`src/rtl/mpadd_pkg.sv`:
```
// Shared types and sizing helpers for the multi-precision add sequencer.
package mpadd_pkg;

  localparam int unsigned LIMB_W = 16;

  typedef enum logic {
    IDLE = 1'b0,
    RUN  = 1'b1
  } state_t;

  // Limb counter width: enough to hold MAX_LIMBS-1 with one bit of headroom.
  function automatic int unsigned cnt_width(input int unsigned max_limbs);
    return int'($clog2(max_limbs)) + 1;
  endfunction

endpackage

```
`src/rtl/ksa16.sv`:
```
// 16-bit Kogge-Stone adder without carry-in; produces sum and carry out.
module ksa16
  import mpadd_pkg::*;
(
  input  logic [LIMB_W-1:0] i_a,
  input  logic [LIMB_W-1:0] i_b,
  output logic [LIMB_W-1:0] o_sum,
  output logic              o_co
);

  localparam int unsigned LEVELS = 4;

  logic [LIMB_W-1:0] w_g [LEVELS+1];
  logic [LIMB_W-1:0] w_p [LEVELS+1];

  // Prefix tree: level l combines spans of distance 2^(l-1).
  always_comb begin
    w_g[0] = i_a & i_b;
    w_p[0] = i_a ^ i_b;
    for (int lvl = 1; lvl <= int'(LEVELS); lvl++) begin
      for (int i = 0; i < int'(LIMB_W); i++) begin
        if (i >= (1 << (lvl - 1))) begin
          w_g[lvl][i] = w_g[lvl-1][i] | (w_p[lvl-1][i] & w_g[lvl-1][i-(1 << (lvl - 1))]);
          w_p[lvl][i] = w_p[lvl-1][i] & w_p[lvl-1][i-(1 << (lvl - 1))];
        end else begin
          w_g[lvl][i] = w_g[lvl-1][i];
          w_p[lvl][i] = w_p[lvl-1][i];
        end
      end
    end
  end

  assign o_sum = w_p[0] ^ {w_g[LEVELS][LIMB_W-2:0], 1'b0};
  assign o_co  = w_g[LEVELS][LIMB_W-1];

endmodule

```
`src/rtl/mpadd_seq_ksa16_ci.sv`:
```
// 16-bit add with carry-in built from two carry-in-less ksa16 passes.
module ksa16_ci
  import mpadd_pkg::*;
(
  input  logic [LIMB_W-1:0] i_a,
  input  logic [LIMB_W-1:0] i_b,
  input  logic              i_ci,
  output logic [LIMB_W-1:0] o_sum,
  output logic              o_co
);

  logic [LIMB_W-1:0] w_s1;
  logic [LIMB_W-1:0] w_s2;
  logic              w_c1;
  logic              w_c2;

  ksa16 u_pass1 (
    .i_a   (i_a),
    .i_b   (i_b),
    .o_sum (w_s1),
    .o_co  (w_c1)
  );

  // Second pass injects the carry; c1 and c2 can never both be set.
  ksa16 u_pass2 (
    .i_a   (w_s1),
    .i_b   (LIMB_W'(i_ci)),
    .o_sum (w_s2),
    .o_co  (w_c2)
  );

  assign o_sum = w_s2;
  assign o_co  = w_c1 | w_c2;

endmodule

```
`src/rtl/mpadd_seq.sv`:
```
// Multi-precision add sequencer: streams limb pairs LS-first, propagates carry
// between limbs and emits registered sum limbs with the final carry on the last.
module mpadd_seq
  import mpadd_pkg::*;
#(
  parameter int unsigned MAX_LIMBS = 16
) (
  input  logic              clk,
  input  logic              rst_n,
  input  logic              in_valid,
  output logic              in_ready,
  input  logic [LIMB_W-1:0] in_a,
  input  logic [LIMB_W-1:0] in_b,
  input  logic              in_last,
  output logic              out_valid,
  input  logic              out_ready,
  output logic [LIMB_W-1:0] out_sum,
  output logic              out_last,
  output logic              out_carry,
  output logic              out_err
);

  localparam int unsigned CNT_W = cnt_width(MAX_LIMBS);

  state_t            r_state;
  state_t            w_state_nxt;
  logic              r_carry;
  logic              w_carry_nxt;
  logic [CNT_W-1:0]  r_cnt;
  logic [CNT_W-1:0]  w_cnt_nxt;

  logic              r_out_valid;
  logic [LIMB_W-1:0] r_out_sum;
  logic              r_out_last;
  logic              r_out_carry;
  logic              r_out_err;

  logic              w_accept;
  logic              w_eff_last;
  logic              w_carry_in;
  logic [LIMB_W-1:0] w_sum;
  logic              w_limb_carry;

  assign in_ready   = !r_out_valid || out_ready;
  assign w_accept   = in_valid && in_ready;
  assign w_eff_last = in_last || (r_cnt == CNT_W'(MAX_LIMBS - 1));
  // A fresh operation always starts with carry 0.
  assign w_carry_in = (r_state == RUN) ? r_carry : 1'b0;

  ksa16_ci u_add (
    .i_a   (in_a),
    .i_b   (in_b),
    .i_ci  (w_carry_in),
    .o_sum (w_sum),
    .o_co  (w_limb_carry)
  );

  // Next-state and per-operation carry/count bookkeeping.
  always_comb begin
    w_state_nxt = r_state;
    w_carry_nxt = r_carry;
    w_cnt_nxt   = r_cnt;
    if (w_accept) begin
      if (w_eff_last) begin
        w_state_nxt = IDLE;
        w_carry_nxt = 1'b0;
        w_cnt_nxt   = '0;
      end else begin
        w_state_nxt = RUN;
        w_carry_nxt = w_limb_carry;
        w_cnt_nxt   = r_cnt + CNT_W'(1);
      end
    end
  end

  always_ff @(posedge clk) begin
    if (!rst_n) begin
      r_state <= IDLE;
      r_carry <= 1'b0;
      r_cnt   <= '0;
    end else begin
      r_state <= w_state_nxt;
      r_carry <= w_carry_nxt;
      r_cnt   <= w_cnt_nxt;
    end
  end

  // One-entry output register; reloads on accept, drains on emit.
  always_ff @(posedge clk) begin
    if (!rst_n) begin
      r_out_valid <= 1'b0;
      r_out_sum   <= '0;
      r_out_last  <= 1'b0;
      r_out_carry <= 1'b0;
      r_out_err   <= 1'b0;
    end else if (w_accept) begin
      r_out_valid <= 1'b1;
      r_out_sum   <= w_sum;
      r_out_last  <= w_eff_last;
      r_out_carry <= w_eff_last && w_limb_carry;
      r_out_err   <= w_eff_last && !in_last;
    end else if (out_ready) begin
      r_out_valid <= 1'b0;
    end
  end

  assign out_valid = r_out_valid;
  assign out_sum   = r_out_sum;
  assign out_last  = r_out_last;
  assign out_carry = r_out_carry;
  assign out_err   = r_out_err;

endmodule

```
`config.mk`:
```
export PLATFORM = sky130hd
export DESIGN_NAME = mpadd_seq
export DESIGN_NICKNAME = d
export VERILOG_FILES = /design/src/rtl/mpadd_pkg.sv /design/src/rtl/ksa16.sv /design/src/rtl/mpadd_seq_ksa16_ci.sv /design/src/rtl/mpadd_seq.sv
export SDC_FILE = /design/constraint.sdc
export NUM_CORES = 1
export LEC_CHECK = 0
export ABC_AREA = 1
export CAP_MARGIN = 40
export CORE_ASPECT_RATIO = 0.6
export CORE_MARGIN = 1.5
export CORE_UTILIZATION = 40
export DETAILED_ROUTE_END_ITERATION = 7
export PLACE_DENSITY = 0.72
export SETUP_SLACK_MARGIN = 0.5
export SYNTH_ARGS = -nofsm -noshare
export SYNTH_HDL_FRONTEND = slang
export SYNTH_SLANG_ARGS = --single-unit
```
`constraint.sdc`:
```
create_clock -name clk -period 3.2 [get_ports clk]
set_input_delay 0.96 -clock clk [delete_from_list [all_inputs] [get_ports clk]]
set_output_delay 0.96 -clock clk [all_outputs]
set_load 0.005 [all_outputs]
```
---- Word level (Yosys, flattened, before mapping) ----
Cells that the tools add are included.
storage, ports and cells
  logic and storage cells ................. 295
  output and inout port bits .............. 21
  input bits .............................. 37
  bits in registers ....................... 27
cells by class
  reduce and logical (&&, ||, !) cells .... 8
  add/subtract/negate cells ............... 1
  bitwise gates (word level) .............. 271
  equality and inequality tests ........... 1
  multiplexer cells ....................... 6
operators by type and width
  operator               number
  $and A1 B1 Y1          166
  $or A1 B1 Y1           99
  $xor A16 B16 Y16       3
  $and A16 B1 Y16        1
  $and A16 B16 Y16       1
  $xor A16 B1 Y16        1
  $add A5 B1 Y5 const B  1
  $eq A5 B4 Y1 const B   1
  $mux W1                5
  $mux W5                1
  $logic_and A1 B1 Y1    3
  $logic_not A1 Y1       2
  $logic_or A1 B1 Y1     2
  $reduce_bool A2 Y1     1

---- Logic depth before layout (Yosys ltp) ----
Gate-level depths: netlist of run 1.
  depth after elaboration ................. 20
  depth in mapped cells ................... 17

---- Modules after synthesis ----
A second synthesis of run 1 with hierarchy kept.
second synthesis, totals
  cell total of the unflattened synthesis .. 506
  area total of the unflattened synthesis .. 2962.8 µm²
by module, submodules not included
  module     area each (µm²)  cells each  times used
  ksa16      955.9            185         2
  mpadd_seq  1036.0           132         1
  ksa16_ci   15.0             4           1

---- Least setup slack after synthesis of run 1 ----
Ideal clock, no wire load.
  kind .................................... input to register
  from .................................... input in_a[0]
  to ...................................... register r_out_carry, in the netlist out_carry
  path slack .............................. 0.310 ns
  required time ........................... 3.133 ns
  arrival ................................. 2.823 ns
  path buffers ............................ 0
  stages on the path ...................... 15
  library setup time ...................... 0.067 ns
  path through ............................ ha_1 > fa_1 > ha_1 > inv_1 > nor2_4 > nand3_2 > nor2_2 > nand2_2 > nor2_4 > nand2_4 > nor2_4 > nand2_2 > nand2_2 > nand2_1 > a21oi_2
between the ends
  word-level cells in the longest chain between the ends .. 18
  elaborated cells between the ends (all ways) .. 78
  those cells by class .................... bitwise (77); reduce/logical (1)
ends and longest elaborated chain
  item                        line                      RTL
  start: declaration          mpadd_seq.sv:12           input logic [LIMB_W-1:0] in_a,
  $and A16 B16 Y16            ksa16.sv:18               w_g[0] = i_a & i_b;
  $and A1 B1 Y1               ksa16.sv:23               w_g[lvl][i] = w_g[lvl-1][i] | (w_p[lvl-1][i] & w_g[lvl-1][i-(1 << (lvl - 1))]);
  $or A1 B1 Y1                ksa16.sv:23
  $and A1 B1 Y1               ksa16.sv:23
  $or A1 B1 Y1                ksa16.sv:23
  $and A1 B1 Y1               ksa16.sv:23
  $or A1 B1 Y1                ksa16.sv:23
  $xor A16 B16 Y16            ksa16.sv:33               assign o_sum = w_p[0] ^ {w_g[LEVELS][LIMB_W-2:0], 1'b0};
  $and A16 B1 Y16             ksa16.sv:18
  $and A1 B1 Y1               ksa16.sv:23
  $or A1 B1 Y1                ksa16.sv:23
  $and A1 B1 Y1               ksa16.sv:23
  $or A1 B1 Y1                ksa16.sv:23
  $and A1 B1 Y1               ksa16.sv:23
  $or A1 B1 Y1 (2 in series)  ksa16.sv:23
  $or A1 B1 Y1 *              mpadd_seq_ksa16_ci.sv:33  assign o_co = w_c1 | w_c2;
  $logic_and A1 B1 Y1 *       mpadd_seq.sv:100          r_out_carry <= w_eff_last && w_limb_carry;
  end signal: assignment      mpadd_seq.sv:100
  end: declaration            mpadd_seq.sv:35           logic r_out_carry;
Mark *: on every way between the ends. The rest lies on a longest branch, timed or not.
A chain may end at the register's enable or synchronous reset.

---- Worst setup path after layout of run 1 ----
  from .................................... input in_b[0]
  to ...................................... register r_out_carry, in the netlist out_carry
between the ends
  word-level cells in the longest chain between the ends .. 18
  elaborated cells between the ends (all ways) .. 78
  those cells by class .................... bitwise (77); reduce/logical (1)
ends and longest elaborated chain
  item                        line                      RTL
  start: declaration          mpadd_seq.sv:13           input logic [LIMB_W-1:0] in_b,
  $and A16 B16 Y16            ksa16.sv:18
  $and A1 B1 Y1               ksa16.sv:23
  $or A1 B1 Y1                ksa16.sv:23
  $and A1 B1 Y1               ksa16.sv:23
  $or A1 B1 Y1                ksa16.sv:23
  $and A1 B1 Y1               ksa16.sv:23
  $or A1 B1 Y1                ksa16.sv:23
  $xor A16 B16 Y16            ksa16.sv:33
  $and A16 B1 Y16             ksa16.sv:18
  $and A1 B1 Y1               ksa16.sv:23
  $or A1 B1 Y1                ksa16.sv:23
  $and A1 B1 Y1               ksa16.sv:23
  $or A1 B1 Y1                ksa16.sv:23
  $and A1 B1 Y1               ksa16.sv:23
  $or A1 B1 Y1 (2 in series)  ksa16.sv:23
  $or A1 B1 Y1 *              mpadd_seq_ksa16_ci.sv:33
  $logic_and A1 B1 Y1 *       mpadd_seq.sv:100
Marked as above.

==> flow_summary.ini, run 1 <==
[status]
outcome = finished clean

[yosys]
synth_most_common_cell = nand2_1
synth_sequential_area_ratio = 0.2158
postSynthCellCount = 415
yosys.area.top_type = dfxtp_1
synth_cell_types = 32
avgSynthCellArea_um2 = 6.036
synth_top_area_frac = 0.2158
yosys-top-cells-count = nand2_1 (122), inv_1 (73), nor2_1 (46)
yosysWarnings = 0
ys.flop_type = dfxtp_1
mappedNetlistNets = 473
syn_area_um2 = 2505
async_reset_ff_frac = 0
synth-edff-count = 0
ys_seq_elements = 27
synth_area_leaders = dfxtp_1 (22%), nand2_1 (18%), inv_1 (11%)

[critical_path]
worst-setup-path-type = input port to flop
end_kind = flop
cp-startpoint = in_b[0]
startpoint_type = input port
worst-r2r-cell-count = 16
crit_fanout = 4
cp.arrival_ps = 2980
worstPathRequired_ps = 3400
worstReg2RegEnd = out_carry
cp-endpoint = out_carry
r2r_slack_ps = 1180
worstReg2RegStart = r_carry

[floorplanning]
dieArea_um2 = 6761
start_util = 0.4118
placementRows = 22
dieHeight_um = 64.30
coreArea_um2 = 6083
die_w_um = 105.2
ios = 58

[grt]
grt_pass1_vias = 2610
grt_pass1_wl_mm = 11.04
antenna_found_initial = 0
grt_max_degree = 18
globalRouteOverflowTotal = 0
track_usage = 0.1985

[clocking]
numCtsBuffers = 3
postCtsHoldBufs = 0
cts_tree = done
htree_levels = 1
clockRootBuffer = clkbuf_8
clk_latency_ps = 270
clk_pin_slew_ps = 90
clockBufferDepth = 2
cts.sinks = 27

[layout]
fin_area_um2 = 3759
fin_cells = 586
syn_to_final_growth_pct = 50.05
layout.nets = 561
diodes = 0
postLayoutCoreUtil = 0.6179
drive_above_1_share = 0.2570

[timing]
holdWs_ps = 472.7
skew_ps = 5.780
finalWorstSetupSlack_ps = 419.6
fin_crit_ps = 2780
tns_ps = 0
hold_viol = 0
slew_headroom = 0.6477
rsz0062_at_grt = yes
setup_viol = 0
max_freq_mhz = 359.7
worst_slew_pin_slew_ps = 527.9
min_period_over_period = 0.8689
finalMaxSlewViolations = 0

[routing]
vias = 2791
drtPass1Iterations = 4
routedWlPerCell_um = 11.40
final_antenna_net_count = 0
drt-initial-drc-count = 116
drc = 0
viasPerCell = 4.763
drt_wl_total_mm = 6.683

[placement]
dp.cells = 565
dp_hpwl_mm = 4.906
dp_slack_ps = -219.4
place_area_um2 = 3269
gp_congestion = 0.8349
port_buffers = 57

[power_and_ir_drop]
leakage_nw = 1.903
power_mw = 1.119
ir_drop_mv = 0.1811
powerDensity_nw_per_um2 = 297.8

[flow_run]
maxCapViolations = 0

[worst_hold_path]
hold_class = flop to flop
## routing by layer
layer,vias up,GRT usage,routed length (um)
met5,-,0,0
met4,0,0.05308,89
met3,10,0.03163,343
met2,74,0.3382,2984
met1,1247,0.2615,3266
li1,1460,-,-
## cell families (layout without fill, tap and decap cells)
kind of cell | count (synthesis) | count (layout) | synth area share
AOI/OAI and AO/OA | 42 | 42 | 0.09441
xor gates and xnor gates | 7 | 7 | 0.02448
adders and majority gates | 21 | 21 | 0.1079
buffers and inverters | 83 | 170 | 0.1309
DFF | 27 | 27 | 0.2158
and+or+nand+nor | 235 | 235 | 0.4266
## critical path, stage by stage
cell and delay [ps]:
buf_6 100, ha_4 150, fa_2 570, ha_4 150
inv_2 40, nor2_4 100, nand3_2 90, nor2_2 100
nand2_2 90, nor2_4 140, nand2_4 80, nor2_4 100
nand2_2 50, nand2_2 80, nand2_2 60, a21oi_2 120
## area by class of cell
| cell class | instances | area, um^2 |
|---|---|---|
| fillers | 571 | 2325 |
| well taps | 84 | 105.1 |
| repair buffers | 89 | 824.5 |
| flip-flops and latches | 27 | 540.5 |
| multi-input cells | 305 | 1954 |
| clock buffers | 4 | 45.04 |
| inverters | 77 | 289.0 |
## repair_timing
action / 4_1_cts / 5_1_grt
resized for setup: 63 / 37
setup buffers: 9 / 8
pin swaps: 21 / 22
setup endpoints to repair: 15 / 11
## power by group
group          switching [mW]  internal [mW]
registers              0.0139          0.361
logic                   0.294          0.258
clock network           0.103         0.0892
## cell usage in the layout, fill, tap and decap left out, drive strengths merged, types with 5 or more instances in the layout
| cell | instances |
|---|---|
| xor2 | 5 |
| nor2 | 56 |
| inv | 77 |
| o21ai | 18 |
| nand3 | 29 |
| a21oi | 19 |
| nand2 | 136 |
| dfxtp | 27 |
| buf | 36 |
| dlymetal6s2s | 8 |
| ha | 20 |
| clkdlybuf4s50 | 35 |
| dlygate4sd2 | 9 |
## sequential cells by signal, summed over array words and instances (netlist names)
| name | count |
|---|---|
| out_carry | 1 |
| out_err | 1 |
| out_last | 1 |
| out_sum | 16 |
| out_valid | 1 |
| r_carry | 1 |
| r_cnt | 5 |
| r_state | 1 |
## worst min path at each step
stage	startpoint	end	cells after the start
6_report	out_err	out_err	2
4_1_cts	out_err	out_err	2
5_1_grt	out_carry	out_carry	2
2_1_floorplan	r_state	r_state	2
3_3_place_gp	out_err	out_err	2
3_5_place_dp	out_err	out_err	2
Power figures use the tool's default switching activity.
==> run 2, diff against run 1 <==
--- a/config.mk
+++ b/config.mk
@@ -13,6 +13,7 @@
 export DETAILED_ROUTE_END_ITERATION = 7
 export PLACE_DENSITY = 0.72
 export SETUP_SLACK_MARGIN = 0.5
+export SLEW_MARGIN = 20
 export SYNTH_ARGS = -nofsm -noshare
 export SYNTH_HDL_FRONTEND = slang
 export SYNTH_SLANG_ARGS = --single-unit
==> results of run 2 <==
Same layout as run 1: the final DEF is identical, and so are final timing and power.
==> run 3, diff against run 2 <==
--- a/config.mk
+++ b/config.mk
@@ -10,6 +10,7 @@
 export CORE_ASPECT_RATIO = 0.6
 export CORE_MARGIN = 1.5
 export CORE_UTILIZATION = 40
+export CTS_CLUSTER_SIZE = 16
 export DETAILED_ROUTE_END_ITERATION = 7
 export PLACE_DENSITY = 0.72
 export SETUP_SLACK_MARGIN = 0.5
==> results of run 3 <==
Same layout as run 1: the final DEF is identical, and so are final timing and power.
